File: src/rtl/pipe_stage_buf.sv
// Elastic pipeline stage buffer: DEPTH-entry circular FIFO with valid/ready handshake and flush.
// Optional 32-bit downstream stall counter enabled by defining PIPE_BUF_STALL_CNT_EN.
module pipe_stage_buf #(
  parameter int unsigned DATA_W = 70,
  parameter int unsigned DEPTH  = 2,
  parameter int unsigned CNT_W  = $clog2(DEPTH + 1)
) (
  input  logic              clk,
  input  logic              rst,
  input  logic              flush_i,
  input  logic              in_valid_i,
  input  logic [DATA_W-1:0] in_data_i,
  output logic              in_ready_o,
  output logic              out_valid_o,
  output logic [DATA_W-1:0] out_data_o,
  input  logic              out_ready_i,
`ifdef PIPE_BUF_STALL_CNT_EN
  output logic [31:0]       stall_cnt_o,
`endif
  output logic [CNT_W-1:0]  count_o
);

  localparam int unsigned PTR_W = (DEPTH > 1) ? $clog2(DEPTH) : 1;

  logic [DATA_W-1:0] mem [DEPTH];
  logic [PTR_W-1:0]  wr_ptr_q, wr_ptr_nxt;
  logic [PTR_W-1:0]  rd_ptr_q, rd_ptr_nxt;
  logic [CNT_W-1:0]  count_q, count_nxt;
  logic              in_ready_q, out_valid_q;
  logic              push, pop;

  // Pointers wrap explicitly so DEPTH need not be a power of two.
  function automatic logic [PTR_W-1:0] ptr_inc(input logic [PTR_W-1:0] p);
    return (p == PTR_W'(DEPTH - 1)) ? '0 : p + PTR_W'(1);
  endfunction

  assign push = in_valid_i & in_ready_q;
  assign pop  = out_valid_q & out_ready_i;

  // Next-state pointers and occupancy; flush clears state and drops any same-cycle push.
  always_comb begin
    wr_ptr_nxt = wr_ptr_q;
    rd_ptr_nxt = rd_ptr_q;
    count_nxt  = count_q;
    if (flush_i) begin
      wr_ptr_nxt = '0;
      rd_ptr_nxt = '0;
      count_nxt  = '0;
    end else begin
      if (push) wr_ptr_nxt = ptr_inc(wr_ptr_q);
      if (pop)  rd_ptr_nxt = ptr_inc(rd_ptr_q);
      case ({push, pop})
        2'b10:   count_nxt = count_q + CNT_W'(1);
        2'b01:   count_nxt = count_q - CNT_W'(1);
        default: count_nxt = count_q;
      endcase
    end
  end

  // Handshake flags are registered from next occupancy: no ready/valid feed-through.
  always_ff @(posedge clk) begin
    if (!rst) begin
      wr_ptr_q    <= '0;
      rd_ptr_q    <= '0;
      count_q     <= '0;
      in_ready_q  <= 1'b1;
      out_valid_q <= 1'b0;
      for (int unsigned i = 0; i < DEPTH; i++) mem[i] <= '0;
    end else begin
      wr_ptr_q    <= wr_ptr_nxt;
      rd_ptr_q    <= rd_ptr_nxt;
      count_q     <= count_nxt;
      in_ready_q  <= (count_nxt != CNT_W'(DEPTH));
      out_valid_q <= (count_nxt != '0);
      if (push && !flush_i) mem[wr_ptr_q] <= in_data_i;
    end
  end

  assign in_ready_o  = in_ready_q;
  assign out_valid_o = out_valid_q;
  assign out_data_o  = mem[rd_ptr_q];
  assign count_o     = count_q;

`ifdef PIPE_BUF_STALL_CNT_EN
  logic [31:0] stall_cnt_q;

  // Saturating count of cycles the head is held by downstream; survives flush.
  always_ff @(posedge clk) begin
    if (!rst) begin
      stall_cnt_q <= '0;
    end else if (out_valid_q && !out_ready_i && (stall_cnt_q != 32'hFFFF_FFFF)) begin
      stall_cnt_q <= stall_cnt_q + 32'd1;
    end
  end

  assign stall_cnt_o = stall_cnt_q;
`endif

endmodule

File: config.mk
export PLATFORM = sky130hd
export DESIGN_NAME = pipe_stage_buf
export DESIGN_NICKNAME = d
export VERILOG_FILES = /design/src/rtl/pipe_stage_buf.sv
export SDC_FILE = /design/constraint.sdc
export NUM_CORES = 1
export LEC_CHECK = 0
export CAP_MARGIN = 40
export CORE_MARGIN = 4
export CORE_UTILIZATION = 29
export DETAILED_ROUTE_END_ITERATION = 16
export PLACE_DENSITY = 0.59
export SETUP_SLACK_MARGIN = 0.1
export SYNTH_ARGS = -nofsm -noshare
export SYNTH_HDL_FRONTEND = slang
export SYNTH_SLANG_ARGS = --single-unit
File: constraint.sdc
create_clock -name clk -period 8.27 [get_ports clk]
set_input_delay 2.481 -clock clk [delete_from_list [all_inputs] [get_ports clk]]
set_output_delay 2.481 -clock clk [all_outputs]
set_load 0.03 [all_outputs]
==> flow_summary.json <==
{
  "clock-skew-final_ps": 9.10,
  "ios": 149,
  "final_cells": 855,
  "synth-seq-cells": 147,
  "path_cells": "buf_12, mux2_2, clkdlybuf4s50_1",
  "powerDensity_nw_per_um2": 216,
  "yosysSeqAreaShare": 0.665,
  "period_minus_slack_ps": 4910,
  "cp.required_ps": 5790,
  "cts_hold_buf": 0,
  "cts_sinks": 147,
  "nets": 638,
  "viasPerCell": 4.65,
  "drv_slew": 0,
  "cts_tree": "done",
  "num_vias": 3974,
  "synth-main-ff-cell": "edfxtp_1",
  "reg2reg_slack_ps": 6000,
  "worstSkewPairLatency_ps": 410,
  "cp-end-kind": "primary output",
  "htreeDepth": 4,
  "syn_inst": 427,
  "final_hold_viol_count": 0,
  "utilization": 0.400,
  "ant_nets": 0,
  "postSynth.asyncResetShare": 0,
  "rows": 54,
  "start_util": 0.297,
  "min_to": "rd_ptr_q",
  "finalSetupViolCount": 0,
  "wl_per_cell_um": 17.8,
  "drc": 0,
  "hold_class": "reg -> reg",
  "crit_path_start_kind": "register",
  "p_leak_nw": 3.68,
  "hold_depth": 2,
  "syn_nets": 503,
  "setup_tns_ps": 0,
  "yosys.cell_types.count": 30,
  "antenna_found_initial": 0,
  "critPathArrivalTime_ps": 2430,
  "place_hpwl_um": 9570,
  "maxCapViolCount": 0,
  "firstDrtPassIters": 5,
  "status": "finished clean",
  "overflow": 0,
  "hp-start": "rd_ptr_q",
  "grt_usage": 0.122,
  "synth_area_leaders": "edfxtp_1, and3_1, mux2_2",
  "pre_cts_slack_ps": 3310,
  "antenna_cells": 0,
  "cts_resized": 0,
  "yosys_warnings": 0,
  "numPlacedInstances": 823,
  "fmax_mhz": 204,
  "relSlewSlack": 0.472,
  "fin_ws_ps": 3360,
  "die_area_sq_um": 25000,
  "critPathMaxStageDelay_ps": 680,
  "gp_congestion": 0.722,
  "numCtsBuffers": 17,
  "avgSynthCellArea_sq_um": 15.3,
  "grt_pass1_wl_um": 23100,
  "die_x_um": 158,
  "post_cts_buffers": 0,
  "synth-edff-count": 140,
  "timing.final.crit_share": 0.593,
  "clkTransAtPathRegs_ps": 60,
  "netlist_area_sq_um": 6530,
  "synth_top_cell_by_area": "edfxtp_1",
  "synth_top_area_share": 0.644,
  "coreArea_sq_um": 22000,
  "drtIter0Drc": 314,
  "critical_path.max_fanout": 36,
  "grt_pass1_vias": 4225,
  "hold_slack_ps": 550,
  "r2r-end": "mem[1][30]",
  "die_h_um": 158,
  "peakVddDrop_mv": 0.119,
  "layout_common_cells": "clkdlybuf4s50_1, and3_1, edfxtp_1, mux2_2, mux2_1",
  "drt-total-wl_um": 15200,
  "ctsRootBufferMaster": "clkbuf_16",
  "timing.rr.start": "in_ready_o",
  "cts_buffer_depth": 2,
  "layout_commonest_cell": "clkdlybuf4s50_1",
  "syn2layout_area_growth_pct": 34.4,
  "rsz0062_at_grt": "false",
  "r2r_cells": 3,
  "path_class": "reg -> out",
  "grt_max_degree": 76,
  "port_buffers": 148,
  "drive_above_1_share": 0.148,
  "cpMaxStageDelayCell": "dfxtp_4",
  "tightest_slew_ps": 792
}
-- worst max-delay path: cells and delay by family, from the launching register on --
family	cells	cell delay, ps
multiplexers	1	360
buffers and inverters	2	940
flip-flops	1	680
-- state kept, by name, summed over array words and instances, names as in the netlist, named ones only --
signal	count
in_ready_o	1
mem	140
count_o	2
out_valid_o	1
wr_ptr_q	1
rd_ptr_q	1
-- area by class of cell --
class                      instances  area (sq um)
timing repair buffer             154          1560
sequential                       147          4350
tap                              280           350
fill                            2027         13200
clock inverter                     8           125
inverter                           2          7.51
clock buffer                      24           492
multi-input combinational        240          1900
-- power by group --
group          switching (mW)  leakage [nW]  internal [mW]  total [mW]
Sequential             0.0104          1.53          0.857       0.867
Clock                   0.287         0.300          0.507       0.794
Combinational           0.129          1.85          0.104       0.234
Total                   0.426          3.68           1.47        1.89
-- cells by family (layout without fill, tap and decap cells) --
family | count (synthesis) | in the layout | synth area share
and+or+nand+nor | 159 | 159 | 0.153
DFF | 147 | 147 | 0.665
muxes | 70 | 70 | 0.121
buffers and inverters | 40 | 188 | 0.0486
AOI/OAI and AO/OA | 6 | 6 | 0.00555
xor gates and xnor gates | 4 | 4 | 0.00536
adders and majority gates | 1 | 1 | 0.00192
-- Yosys cell counts (2+ instances only) --
cell,number
buf_8,10
mux2_2,42
nand2_1,3
nor2b_1,3
edfxtp_1,140
and3_1,140
mux2_1,28
clkbuf_1,2
xnor2_1,3
nand2b_1,2
dfxtp_1,7
clkbuf_2,3
and2_1,2
nor2_1,4
buf_2,21
o21ai_0,3
-- per-layer routing --
layer	vias up	share of wire	GRT usage
li1	1896	-	-
met4	0	0.011	0.0341
met1	1951	0.42	0.151
met2	113	0.51	0.204
met5	-	0	0
met3	14	0.061	0.0413
-- through the flow --
stage / instance area (sq um) / total power [mW]
floorplan: 6530 / 1.01
global route: 8780 / 1.97
global placement: 8110 / 1.11
CTS: 8780 / 1.92
finish: 8780 / 1.89
detailed placement: 8170 / 1.12
-- worst max path at each step --
stage / startpoint / endpoint / slack (ps) / cells after the start
after detailed placement: flush_i / mem[1][29] / 3310 / 4
after global routing: register / out_data_o[66] / 3230 / 3
final: register / out_data_o[66] / 3360 / 3
after CTS: register / out_data_o[66] / 3280 / 3
after global placement: flush_i / mem[1][23] / 3370 / 4
after floorplan: flush_i / mem[0][0] / 100 / 2
(Power assumes the default switching activity.)
